<file path="src/rtl/lstm_axi_pkg.sv">
// rtl/lstm_axi_pkg.sv - shared types and constants for the LSTM AXI4-Lite master
package lstm_axi_pkg;

    typedef enum logic [2:0] {
        IDLE,
        WR_REQ,
        WR_RESP,
        RD_REQ,
        RD_RESP,
        RESPOND
    } state_t;

    localparam logic [1:0] RESP_OKAY   = 2'b00;
    localparam logic [1:0] RESP_EXOKAY = 2'b01;
    localparam logic [1:0] RESP_SLVERR = 2'b10;
    localparam logic [1:0] RESP_DECERR = 2'b11;

    localparam logic [2:0] AXI_PROT_DEFAULT = 3'b000;
    localparam logic [3:0] AXI_STRB_FULL    = 4'hF;

endpackage

</file>
<file path="src/rtl/axi4_lite_lstm_master.sv">
// rtl/axi4_lite_lstm_master.sv - single-outstanding AXI4-Lite initiator with error counter
module axi4_lite_lstm_master
    import lstm_axi_pkg::*;
#(
    parameter logic [31:0] BASE_ADDR = 32'h0000_0000,
    parameter int          ERR_WIDTH = 16
) (
    input  logic                 clk,
    input  logic                 rst,
    input  logic                 cmd_valid,
    output logic                 cmd_ready,
    input  logic                 cmd_write,
    input  logic [31:0]          cmd_addr,
    input  logic [31:0]          cmd_wdata,
    output logic                 rsp_valid,
    input  logic                 rsp_ready,
    output logic                 rsp_write,
    output logic [31:0]          rsp_rdata,
    output logic [1:0]           rsp_resp,
    output logic [ERR_WIDTH-1:0] err_count,
    output logic [31:0]          awaddr,
    output logic [2:0]           awprot,
    output logic                 awvalid,
    input  logic                 awready,
    output logic [31:0]          wdata,
    output logic [3:0]           wstrb,
    output logic                 wvalid,
    input  logic                 wready,
    input  logic [1:0]           bresp,
    input  logic                 bvalid,
    output logic                 bready,
    output logic [31:0]          araddr,
    output logic [2:0]           arprot,
    output logic                 arvalid,
    input  logic                 arready,
    input  logic [31:0]          rdata,
    input  logic [1:0]           rresp,
    input  logic                 rvalid,
    output logic                 rready
);

    localparam logic [ERR_WIDTH-1:0] ERR_MAX = '1;

    state_t state;

    assign awprot = AXI_PROT_DEFAULT;
    assign arprot = AXI_PROT_DEFAULT;
    assign wstrb  = AXI_STRB_FULL;

    function automatic logic [ERR_WIDTH-1:0] err_next(input logic [1:0] resp,
                                                      input logic [ERR_WIDTH-1:0] cnt);
        if (resp != RESP_OKAY && cnt != ERR_MAX)
            return cnt + 1'b1;
        return cnt;
    endfunction

    always_ff @(posedge clk) begin
        if (rst) begin
            state     <= IDLE;
            cmd_ready <= 1'b0;
            awvalid   <= 1'b0;
            wvalid    <= 1'b0;
            bready    <= 1'b0;
            arvalid   <= 1'b0;
            rready    <= 1'b0;
            rsp_valid <= 1'b0;
            rsp_write <= 1'b0;
            rsp_rdata <= '0;
            rsp_resp  <= RESP_OKAY;
            awaddr    <= '0;
            araddr    <= '0;
            wdata     <= '0;
            err_count <= '0;
        end else begin
            case (state)
                IDLE: begin
                    cmd_ready <= 1'b1;
                    if (cmd_valid && cmd_ready) begin
                        cmd_ready <= 1'b0;
                        rsp_write <= cmd_write;
                        if (cmd_write) begin
                            awaddr  <= cmd_addr + BASE_ADDR;
                            wdata   <= cmd_wdata;
                            awvalid <= 1'b1;
                            wvalid  <= 1'b1;
                            state   <= WR_REQ;
                        end else begin
                            araddr  <= cmd_addr + BASE_ADDR;
                            arvalid <= 1'b1;
                            state   <= RD_REQ;
                        end
                    end
                end
                WR_REQ: begin
                    // A low valid here means that channel has already handshaken.
                    if (awready) awvalid <= 1'b0;
                    if (wready)  wvalid  <= 1'b0;
                    if ((!awvalid || awready) && (!wvalid || wready)) begin
                        bready <= 1'b1;
                        state  <= WR_RESP;
                    end
                end
                WR_RESP: begin
                    if (bvalid) begin
                        bready    <= 1'b0;
                        rsp_resp  <= bresp;
                        rsp_rdata <= '0;
                        rsp_valid <= 1'b1;
                        err_count <= err_next(bresp, err_count);
                        state     <= RESPOND;
                    end
                end
                RD_REQ: begin
                    if (arready) begin
                        arvalid <= 1'b0;
                        rready  <= 1'b1;
                        state   <= RD_RESP;
                    end
                end
                RD_RESP: begin
                    if (rvalid) begin
                        rready    <= 1'b0;
                        rsp_rdata <= rdata;
                        rsp_resp  <= rresp;
                        rsp_valid <= 1'b1;
                        err_count <= err_next(rresp, err_count);
                        state     <= RESPOND;
                    end
                end
                RESPOND: begin
                    if (rsp_ready) begin
                        rsp_valid <= 1'b0;
                        cmd_ready <= 1'b1;
                        state     <= IDLE;
                    end
                end
                default: state <= IDLE;
            endcase
        end
    end

endmodule

</file>
<file path="config.mk">
export PLATFORM = sky130hd
export DESIGN_NAME = axi4_lite_lstm_master
export DESIGN_NICKNAME = d
export VERILOG_FILES = /design/src/rtl/lstm_axi_pkg.sv /design/src/rtl/axi4_lite_lstm_master.sv
export SDC_FILE = /design/constraint.sdc
export NUM_CORES = 1
export LEC_CHECK = 0
export BUFFER_PORTS_ARGS = -buffer_cell sky130_fd_sc_hd__buf_2
export CORE_UTILIZATION = 30
export DETAILED_ROUTE_END_ITERATION = 8
export REMOVE_ABC_BUFFERS = 1
export SLEW_MARGIN = 20
export SYNTH_ARGS = -nofsm -noshare
export SYNTH_HDL_FRONTEND = slang
export SYNTH_SLANG_ARGS = --single-unit
</file>
<file path="constraint.sdc">
create_clock -name clk -period 2.8 [get_ports clk]
set_input_delay 0.56 -clock clk [delete_from_list [all_inputs] [get_ports clk]]
set_output_delay 0.56 -clock clk [all_outputs]
set_load 0.05 [all_outputs]
</file>
* Yosys cells after proc, flatten, opt, wreduce, memory -nomap -nowiden
Index checks and enable logic that the tools add are counted.
Operators by class: multiplexer cells 52, bitwise gates (word level) 1, reductions and logical operators 31, add/subtract/negate cells 1, shift operators 0, multiply operators 0, divide/modulo/power cells 0, equal/unequal tests 18, magnitude comparators 0
Operator list (count):
- 2-to-1 mux 16 bit | 6
- 2-to-1 mux 32 bit | 2
- one-hot mux 32 bit (2 select lines) | 1
- one-hot mux 16 bit (2 select lines) | 1
- 2-to-1 mux 1 bit | 24
- != test 2 bit, second input constant | 12
- 2-to-1 mux 3 bit | 6
- one-hot mux 3 bit (6 select lines) | 1
- adder 16 x 1 -> 16 bit, second input constant | 1
- != test 16 bit, second input constant | 1
- AND reduction 4 bit | 4
- nonzero test 2 bit | 8
- AND reduction 3 bit | 5
- one-hot mux 1 bit (2 select lines) | 6
- == test 3 x 2 -> 1 bit, second input constant | 2
- == test 3 bit, second input constant | 2
- 2-to-1 mux 2 bit | 3
- AND reduction 6 bit | 1
- AND reduction 5 bit | 1
- logical AND 1 bit | 4
- one-hot mux 2 bit (2 select lines) | 1
- AND reduction 2 bit | 2
- == test 3 x 1 -> 1 bit, second input constant | 1
- logical NOT 3 bit | 1
- 5 further kinds | 7
Word-level totals: input port bits 110, word-level logic and storage cells 118, register bits 157, memory bits (writable) 0, output and inout port bits 164, memory bits (read-only) 0, bits in latches 0, memories 0

* Longest topological paths before layout
Gate-level depths: netlist of run 1.
depth after elaboration 9, depth in mapped cells 9, depth with buffers taken out 6

* Least setup slack after synthesis of run 1
Ideal clock, no wire load.
path kind reg2reg, start register err_count[0], end register err_count[1], path slack 329 ps, required time 2672 ps, arrival time 2343 ps, cell stages (with the launch flop) 10, library setup time 128 ps, clock period less this slack 2471 ps, buffers on the path 3, cells stage by stage dfxtp_1 > ha_1 > nand3_1 > or2_2 > clkbuf_2 > o311ai_4 > buf_6 > buf_6 > mux2i_1 > nor2_1
Between the ends: longest elaborated chain between the ends 8, elaborated cells on any way between the ends 22, those cells by class add/sub: 1; eq/ne: 3; mux: 15; reduce/logical: 3
RTL lines:
- start, declared | line axi4_lite_lstm_master.sv:20 | output logic [ERR_WIDTH-1:0] err_count,
- start signal, assigned | line axi4_lite_lstm_master.sv:109 | err_count <= err_next(bresp, err_count);
- start signal, assigned | line axi4_lite_lstm_master.sv:126 | err_count <= err_next(rresp, err_count);
- branches (longest 8 deep; another with adder 16 x 1 -> 16 bit)
Several ways; the timed one is not identified. The select of a mux whose other input is x is not followed. A chain may end at the register's enable or synchronous reset.

* Worst setup path after layout of run 1
start register state[0], end register err_count[5]
Between the ends: longest elaborated chain between the ends 3, elaborated cells on any way between the ends 9, those cells by class eq/ne: 6; mux: 1; reduce/logical: 2
RTL lines:
- start, declared | line axi4_lite_lstm_master.sv:44 | state_t state;
- start signal, assigned | line axi4_lite_lstm_master.sv:59 | state <= IDLE;
- start signal, assigned | line axi4_lite_lstm_master.sv:86 | state <= WR_REQ;
- start signal, assigned | line axi4_lite_lstm_master.sv:90 | state <= RD_REQ;
- == test 3 bit / == test 3 x 2 -> 1 bit (equally long branches) | line axi4_lite_lstm_master.sv:75 | case (state)
- != test 2 bit (no line) / nonzero test 2 bit (equally long branches)
- AND reduction 5 bit (no line)
Several ways; a longest one is shown, not always the timed one.

==> results of run 1 <==
==> per-layer routing <==
metal / global-route usage / up-vias
met5: 0 / -
met4: 0.0594 / 0
met3: 0.0433 / 15
met2: 0.262 / 134
met1: 0.206 / 2642
li1: - / 2970
==> layout make-up <==
class / count / area share
Sequential cell: 157 / 0.392
Multi-Input combinational cell: 528 / 0.316
Timing Repair Buffer: 277 / 0.182
Clock buffer: 22 / 0.0567
Tap cell: 265 / 0.0414
Clock inverter: 9 / 0.00828
Inverter: 5 / 0.00234
Antenna cell: 2 / 0.000625
==> cell families after synthesis <==
group	Yosys count
AND/OR/NAND/NOR	330
AO/OA/AOI/OAI	181
adder cells (fa/ha/maj)	1
buffers and inverters	73
other	2
flip-flops	157
XOR/XNOR	2
multiplexers	4
==> placed cells by master, fill, tap and decap left out, types with 5 or more instances in the layout <==
cell type	n
buf_2	262
nand2_1	239
dfxtp_1	157
a21oi_1	151
nand3_1	36
clkbuf_16	17
nor2_1	14
buf_4	12
conb_1	10
or3_1	9
o21ai_0	9
or4_1	7
o31ai_1	6
inv_1	5
==> sequential cells by signal, indices dropped and copies added (netlist names) <==
name / cells
araddr: 32
awaddr: 32
rsp_rdata: 32
wdata: 32
err_count: 16
state: 3
rsp_resp: 2
arvalid: 1
awvalid: 1
bready: 1
cmd_ready: 1
rready: 1
rsp_valid: 1
rsp_write: 1
wvalid: 1
==> power breakdown <==
group	internal [mW]	switching, mW
Sequential	2.41	0.136
Combinational	0.418	1.17
Clock	1.15	0.931
==> path summary, 6_finish.rpt <==
check / from / end / slack (ps)
min reg2reg: rsp_rdata[26]$_SDFFE_PP0P_ / rsp_rdata[26]$_SDFFE_PP0P_ / 450
max reg2reg: state[0]$_SDFFE_PP0P_ / err_count[5]$_SDFFE_PP0P_ / 600
min: wready / wvalid$_SDFFE_PP0P_ / 340
max: state[0]$_SDFFE_PP0P_ / err_count[5]$_SDFFE_PP0P_ / 600
==> worst reg2reg max path, stage by stage, from the launching register on <==
cell and delay (ps):
dfxtp_1 700, nor3b_4 130, a22oi_1 290, o311ai_4 140, buf_4 230, or4_1 490
a21oi_1 150
==> through the flow <==
step | utilization | setup slack (ps) | instances
detailed placement | 0.383 | 605 | 1232
global route | 0.410 | 368 | 1264
global placement | 0.383 | 649 | 1232
CTS | 0.410 | 579 | 1263
finish | 0.410 | 596 | 1265
floorplan | - | 0.787 | 690
==> synthesized netlist by cell type, types with 2 or more instances <==
cell type	number	area (sq um)
dfxtp_1	157	3140
buf_6	6	67.6
or3_1	9	56.3
nand4_1	4	25.0
a211oi_1	4	30.0
or4_1	7	52.6
o21ai_0	9	45.0
nor4_1	2	12.5
o31ai_1	6	45.0
nand2b_1	4	25.0
mux2i_1	4	40.0
xor2_1	2	17.5
clkbuf_1	39	146
buf_2	11	55.1
inv_1	5	18.8
conb_1	2	7.51
a21oi_1	152	761
buf_4	10	75.1
nand2_1	240	901
nor2_1	14	52.6
nand3_1	36	180
nor2b_1	5	31.3
==> impl_results.md, run 1 <==
- Simple-gate share of the synthesized area: 0.238
- Detailed placement HPWL: about 11 mm
- Chain of cells forming the critical path: nor3b_4 -> a22oi_1 -> o311ai_4 -> buf_4 -> or4_1 -> a21oi_1
- Total number of cells along the worst setup path: 6
- Worst Max-Slew Pin Slew: 750 ps
- Max frequency: roughly 0.45 GHz
- DRT Wirelength: 17.2 mm
- Adder-cell share of the synthesized area: 0.00209
- Num CTS Buffers: 17
- Nets: about 1100
- Io pins: 274
- Compound-cell area share of the yosys netlist: 0.163
- Number of buffers on the longest clock path: 2
- Power density cells: slightly below 800 nW/um^2
- Final max-slew violation count: 0
- Asr flop ratio synth: 0
- Storage cell area: 3140 sq um
- Critical path launch point type: flip-flop
- Depth of the worst register-to-register path: 6
- Die Height: between 100 and 150 microns
- Area of the multi-input gates: 2530 sq um
- Share of layout cells above drive strength 1: 0.315
- Number of antenna-violating nets in the routed design: 0
- Number of buffers inserted to repair setup after CTS: 0
- Type of destination of the critical path: flip-flop
- Uppermost layer routed: met4
- Overall via count from detail_route: 5761
- DRC violation total after the first TritonRoute iteration: 281
- Core region area: 19500 sq um
- Global-route wire length before repair: 26.1 mm
- Layout-stage area growth over the synthesis result: 33.5%
- Clock Latency Late Sink: 420 ps
- Design Power: ~6.2 mW
- Per-cell via count in the routed design: around 4.6
- Setup clock skew after layout: 11.1 ps
- Total negative slack: 0 ps
- Clock transition at path regs: about 60 ps
- Setup repair after global routing missed its margin: no
- Leakage power of the design: 3.40 nW
- Starting utilization of the core area: 0.307
- Row cnt: 51
- Slowest cell on the critical path: dfxtp_1
- Most used flip-flop cell after synthesis: dfxtp_1
- Count of endpoints failing setup in the final report: 0
- Max-slew headroom: 0.500
- Final GP Congestion: 0.748
- Die footprint: roughly 21000 sq um
- Crit-path max cell delay: 700 ps
- Number of filler cells placed in the layout: 2103
- Share of the synthesized netlist area taken by xor and xnor gates: 0.00292
- Cell family contributing the most delay on the critical path: flip-flops
- Initial antenna violation count: 2
- Maxcap violations: 0
- Via count of the first global-routing pass: 5041
- Number of failing hold endpoints at the final stage: 0
- Summed area of non-filler cells in the final layout: 8010 sq um
- Largest family of logic cells by synthesized area: simple AND/OR/NAND/NOR gates
- Met1 Wirelength: around 7.9 mm
- Outcome: complete, no violations
- Post-synthesis cell type count: between 40 and 50
- Crit path required time: 3150 ps
- Class of the tightest hold or removal check: in -> reg
- CTS tree: yes
- Multiplexer share of the synthesized area: 0.00667
- Worst hold stages: 2
- Synth warn: 0
- Die extent in x: 143 microns
- Met3 layer wire length in the routed design: 761 microns
- IO buf count: 263
- Sequential area share after synthesis: 0.524
- Synthesized area per cell: 8.00 sq um
- Netlist Area Pre-Place: 6000 sq um
- Root buffer selected by CTS: clkbuf_16
- Maximum net fanout on the critical path: 30
- Count of buffering cells on the critical path with inverters included: 1
- Number of synthesized flops with an enable pin: 0
- Length of routed met2 wiring: approximately 8.3 mm
- Flip-flop and latch count after synthesis: 157
- Final critical-path share of the clock period: 0.787
- Clock Sink Count: about 160
- Shortest clock period the worst path allows after layout: ~2200 ps
- Post-CTS sizing: 0
- Crit path arrival time: 2550 ps
- Number of hold buffers added after cts: 0
- CP Class: reg -> reg
- H-tree depth: 4
- Count of TritonRoute iterations in the first routing pass: 4
- Pin count of the biggest net entering global routing: 67
- Remaining routing DRC violations: 0
- Overflow left after global routing: 0
- Maximum ir drop on the vdd rail: slightly below 0.4 mV
- Routed length per instance: 13.6 microns
- Hold WS: ~340 ps
- Total global routing track utilization: 0.162
- Total placed instance area: 7490 sq um
- Syn Inst Count: 750
Power figures use the tool's default switching activity.
==> run 2: changes to the inputs <==
Settings changed: ABC_AREA set to 1.
Clock period 2.8 ns to 1.9 ns, I/O delays scaled along.
==> impl_results.md, run 2 <==
- Outcome: complete, no violations
- Area of the multi-input gates: 2660 sq um
- Maximum net fanout on the critical path: 10
- Worst Hold Endpoint: awvalid$_SDFFE_PP0P_
- Crit path required time: between 2000 and 2500 ps
- Overall via count from detail_route: 6154
- Number of diodes: 0
- DRT Wirelength: 18.5 mm
- Crit path launch: err_count[0]$_SDFFE_PP0P_
- Share of the synthesized area in the top cell type: 0.512
- Minimum setup slack among reg-to-reg paths: 100 ps
- Final critical-path share of the clock period: 0.946
- Final WS setup: 103 ps
- Synth warn: 0
- Number of failing hold endpoints at the final stage: 0
- Total global routing track utilization: 0.173
- Cell-internal power: 6.43 mW
- Die footprint: 21100 sq um
- Fraction of power consumed by sequential logic: 0.363
- Nets: approximately 1200
- Die extent in x: 145 microns
- Max-slew headroom: 0.605
- Most repeated cell in the gate-level netlist after synthesis: nor2_1
- Number of hold buffers added after cts: 0
- Number of synthesized flops with an enable pin: 0
- Number of non-filler instances in the completed layout: 1361
- Storage cell area: 3150 sq um
- Remaining routing DRC violations: 0
- Crit path arrival time: 2070 ps
- Summed area of non-filler cells in the final layout: 8420 sq um
- Routed length per instance: 13.6 microns
- Leading area contributor after synthesis: dfxtp_1
- CTS tree: yes
- Power density cells: 1260 nW/um^2
- Class of the tightest hold or removal check: in -> reg
- Switching fraction of total power: 0.394
- Asr flop ratio synth: 0
- Most used flip-flop cell after synthesis: dfxtp_1
- Count of endpoints failing setup in the final report: 0
- Top library cells by usage in the layout, fill and taps aside: buf_2, nor2_1, dfxtp_1
- Sequential area share after synthesis: 0.512
- Number of antenna-violating nets in the routed design: 0
- Shortest clock period the worst path allows after layout: 1800 ps
- Setup repair after global routing missed its margin: yes
- Via count of the first global-routing pass: 5629
- IO buf count: 263
- Layout-stage area growth over the synthesis result: 37.1%
- Dpl ws: roughly 67 ps
- Final core utilization: 0.426
- Global-route wire length before repair: 29.7 mm
- Critical path launch point type: flip-flop
- Clock Power Share: 0.310
- Final max-slew violation count: 0
- Synth cell count leaders: nor2_1, dfxtp_1, o21ai_0
- Total placed instance area: roughly 7800 sq um
- Share of layout cells above drive strength 1: 0.320
- Clock Latency Late Sink: roughly 420 ps
- Clock Sink Count: 157
- Maximum ir drop on the vdd rail: around 0.57 mV
- H-tree depth: 4
- Netlist Area Pre-Place: 6140 sq um
- Post-synthesis cell type count: 30
- End of the worst register-to-register path: err_count[2]$_SDFFE_PP0P_
- Worst Max-Slew Pin Slew: 593 ps
- Number of buffers on the longest clock path: 2
- Clock transition at path regs: 60 ps
- Top post-synthesis cells by area: dfxtp_1, nor2_1, o21ai_0
- Max frequency: 0.557 GHz
- DRC violation total after the first TritonRoute iteration: 314
- Root buffer selected by CTS: clkbuf_16
- Num CTS Buffers: 17
- Row cnt: 51
- Most frequent standard cell in the layout excluding fill and tap cells: buf_2
- Number of instances in the placed design: around 1300
- Pin count of the biggest net entering global routing: 105
- Comb power frac: 0.327
- Count of TritonRoute iterations in the first routing pass: 4
- Synthesized area per cell: 7.50 sq um
- CP Class: reg -> reg
- Leakage power of the design: between 3 and 4 nW
- Switching power: around 4.2 mW
- Per-cell via count in the routed design: 4.52
- Setup clock skew after layout: 9.34 ps
- Number of filler cells placed in the layout: 2076
- Detailed placement HPWL: 12.5 mm
- Flip-flop and latch count after synthesis: 157
- Io pins: about 270
- Overflow left after global routing: 0
- Origin of the critical flop-to-flop path: err_count[0]$_SDFFE_PP0P_
- Worst hold stages: 2
- Depth of the worst register-to-register path: 9
- Type of destination of the critical path: flip-flop
- Hold path start: awready
- Die Height: 145 microns
- Initial antenna violation count: 0
- Final GP Congestion: 0.802
- Starting utilization of the core area: 0.311
- Core region area: 19800 sq um
- Maxcap violations: 0
- Syn Inst Count: 819
[run 2: what timing repair did]
item                                    CTS  global route
gates resized for setup                   0            10
endpoints found under the setup margin    0            85
setup buffers                             0             2
[run 2: critical path, stage by stage (launching register included)]
cell     delay (ps)
dfxtp_1         320
ha_1            240
inv_1            80
nor2_2           50
nand2_2         120
nor2_1           90
o21ai_4         280
nand3_2         280
nand2_1         120
a21oi_1          70
[run 2: power groups by stage]
stage	clock network, mW	registers [mW]	logic [mW]
final	3.30	3.85	3.47
after global routing	3.55	3.90	3.75
after CTS	3.38	3.85	3.38
after detailed placement	0	3.92	3.37
after global placement	0	3.90	3.37
after floorplan	0	5.07	1.15
[run 2: layout make-up]
class | count | area share
flip-flops and latches | 157 | 0.373
multi-input cells | 583 | 0.316
repair buffers | 296 | 0.192
clock buffers | 21 | 0.0547
well taps | 265 | 0.0394
clock inverters | 11 | 0.0128
inverters | 28 | 0.0125
[run 2: kinds of logic after synthesis]
| group | share of synthesized area |
|---|---|
| other | 0.00122 |
| and+or+nand+nor | 0.264 |
| AOI/OAI and AO/OA | 0.144 |
| buffers and inverters | 0.0672 |
| DFF | 0.512 |
| adders and majority gates | 0.00204 |
| xor gates and xnor gates | 0.00998 |
[run 2: stage by stage]
| step | hold slack [ps] | power [mW] | setup TNS, ps |
|---|---|---|---|
| after global placement | 435 | 7.27 | 0 |
| after CTS | 146 | 10.6 | 0 |
| final | 163 | 10.6 | 0 |
| after detailed placement | 442 | 7.29 | 0 |
| after global routing | 156 | 11.2 | -18.1 |
| after floorplan | 449 | 6.21 | -94540 |
[run 2: routing by layer]
metal	part of all wire	vias to the layer above	wire length [microns]	global-route usage
li1	-	3188	-	-
met1	0.45	2785	8400	0.221
met2	0.48	158	8910	0.283
met3	0.041	23	754	0.0377
met4	0.024	0	444	0.0658
met5	0	-	0	0
[run 2: worst max-delay path by stage]
| stage | depth (start not counted) | slack, ps | end |
|---|---|---|---|
| after global placement | 9 | 140 | err_count[0]$_SDFFE_PP0P_ |
| after CTS | 9 | 2 | err_count[0]$_SDFFE_PP0P_ |
| after floorplan | 6 | -1260 | awvalid$_SDFFE_PP0P_ |
| after detailed placement | 9 | 70 | err_count[2]$_SDFFE_PP0P_ |
| final | 9 | 100 | err_count[2]$_SDFFE_PP0P_ |
| after global routing | 8 | -20 | araddr[31]$_SDFFE_PP0P_ |
==> run 3: changes to the inputs <==
Settings changed: ABC_AREA 1 to unset, CELL_PAD_IN_SITES_DETAIL_PLACEMENT set to 2, CELL_PAD_IN_SITES_GLOBAL_PLACEMENT set to 2, CORE_UTILIZATION 30 to 23, PLACE_DENSITY_LB_ADDON set to 0.1.
==> impl_results.md, run 3 (same netlist as run 1, synthesis figures left out) <==
- Setup repair after global routing missed its margin: yes
- DRT Wirelength: ~22 mm
- Origin of the critical flop-to-flop path: state[0]$_SDFFE_PP0P_
- Comb power frac: 0.272
- Routed length per instance: 15.9 microns
- Switching fraction of total power: 0.363
- Crit path launch: state[0]$_SDFFE_PP0P_
- Chain of cells forming the critical path: nand2b_1 -> a32o_1 -> a311o_1 -> or4_1 -> a21oi_1
- Crit-path max cell delay: 470 ps
- Summed area of non-filler cells in the final layout: roughly 8600 sq um
- Number of hold buffers added after cts: 0
- Type of destination of the critical path: flip-flop
- Clock transition at path regs: 70 ps
- Overflow left after global routing: 0
- Clock Latency Late Sink: 430 ps
- Number of buffers on the longest clock path: 2
- IO buf count: between 200 and 300
- Total placed instance area: just under 8000 sq um
- H-tree depth: 4
- Core region area: 25400 sq um
- Top library cells by usage in the layout, fill and taps aside: buf_2, nand2_1, dfxtp_1
- CP Class: reg -> reg
- Via count of the first global-routing pass: 6244
- Total global routing track utilization: 0.161
- Maximum net fanout on the critical path: 8
- Power density cells: between 1000 and 1500 nW/um^2
- Remaining routing DRC violations: 0
- Per-cell via count in the routed design: 4.50
- Overall via count from detail_route: approximately 6000
- Starting utilization of the core area: 0.236
- Num CTS Buffers: 17
- Setup clock skew after layout: 14.7 ps
- Pin count of the biggest net entering global routing: between 60 and 70
- Final GP Congestion: around 0.74
- Die extent in x: 164 microns
- Hold WS: 152 ps
- Number of instances in the placed design: 1329
- Root buffer selected by CTS: clkbuf_16
- Initial antenna violation count: 1
- Share of layout cells above drive strength 1: 0.361
- Class of the tightest hold or removal check: in -> reg
- Slowest cell on the critical path: or4_1
- Row cnt: 58
- Crit path arrival time: 2160 ps
- Detailed placement HPWL: 15.2 mm
- Crit path required time: 2250 ps
- Leakage power of the design: 3.67 nW
- Most frequent standard cell in the layout excluding fill and tap cells: buf_2
- Count of TritonRoute iterations in the first routing pass: 4
- Total negative slack: 0 ps
- Layout-stage area growth over the synthesis result: 43.2%
- Fraction of power consumed by sequential logic: 0.375
- Maximum ir drop on the vdd rail: ~0.41 mV
- Clock Power Share: 0.353
- Design Power: about 9.9 mW
- Io pins: about 270
- Maxcap violations: 0
- Shortest clock period the worst path allows after layout: between 1500 and 2000 ps
- Global-route wire length before repair: 33.6 mm
- Final critical-path share of the clock period: 0.955
- Hold path start: wready
- Clock Sink Count: around 160
- Final WS setup: 85.8 ps
- Max frequency: ~0.55 GHz
- Nets: 1132
- Final max-slew violation count: 0
- Cell-internal power: 6.30 mW
- Die footprint: 26700 sq um
- Number of antenna-violating nets in the routed design: 0
- Dpl ws: -54.2 ps
- Critical path launch point type: flip-flop
- Final core utilization: 0.338
- Number of failing hold endpoints at the final stage: 0
- DRC violation total after the first TritonRoute iteration: 272
- Die Height: around 160 microns
- Outcome: complete, no violations
- Number of non-filler instances in the completed layout: 1365
- Count of endpoints failing setup in the final report: 0
- Switching power: around 3.6 mW
- CTS tree: yes
==> run 3: worst max-delay path: cells and delay by family, from the launching register on <==
| family | cells | cell delay (ps) |
|---|---|---|
| AOI/OAI and AO/OA | 3 | 740 |
| DFF | 1 | 380 |
| and+or+nand+nor | 2 | 630 |
==> run 3: area by class of cell <==
class / instances / area [sq um]
inverter: 5 / 18.8
clock buffer: 19 / 453
fill: 3018 / 16800
timing repair buffer: 312 / 1820
sequential: 157 / 3160
antenna: 1 / 2.50
multi-input combinational: 528 / 2580
tap: 330 / 413
clock inverter: 13 / 146
==> run 3: layer usage <==
| metal | global-route usage | part of all wire | vias to the layer above |
|---|---|---|---|
| li1 | - | - | 3022 |
| met1 | 0.199 | 0.44 | 2948 |
| met2 | 0.270 | 0.49 | 156 |
| met3 | 0.0465 | 0.058 | 17 |
| met4 | 0.0476 | 0.013 | 0 |
| met5 | 0 | 0 | - |
==> run 3: worst paths after layout <==
path	slack, ps	end	cells after the start
min	150	wvalid$_SDFFE_PP0P_	2
min reg2reg	450	araddr[23]$_SDFFE_PP0P_	2
max	90	state[1]$_SDFFE_PP0P_	5
max reg2reg	90	state[1]$_SDFFE_PP0P_	5
==> run 3: what timing repair did <==
action	4_1_cts	5_1_grt
buffers inserted	0	2
gates resized for setup	4	24
gates cloned	0	1
endpoints found under the setup margin	9	18
pin swaps	0	10
==> run 3: power groups by stage <==
stage | sequential, mW | combinational, mW | clock [mW]
5_1_grt | 3.75 | 2.91 | 3.75
3_5_place_dp | 3.78 | 2.71 | 0
6_report | 3.71 | 2.69 | 3.49
2_1_floorplan | 4.61 | 0.776 | 0
4_1_cts | 3.71 | 2.72 | 3.63
3_3_place_gp | 3.76 | 2.69 | 0
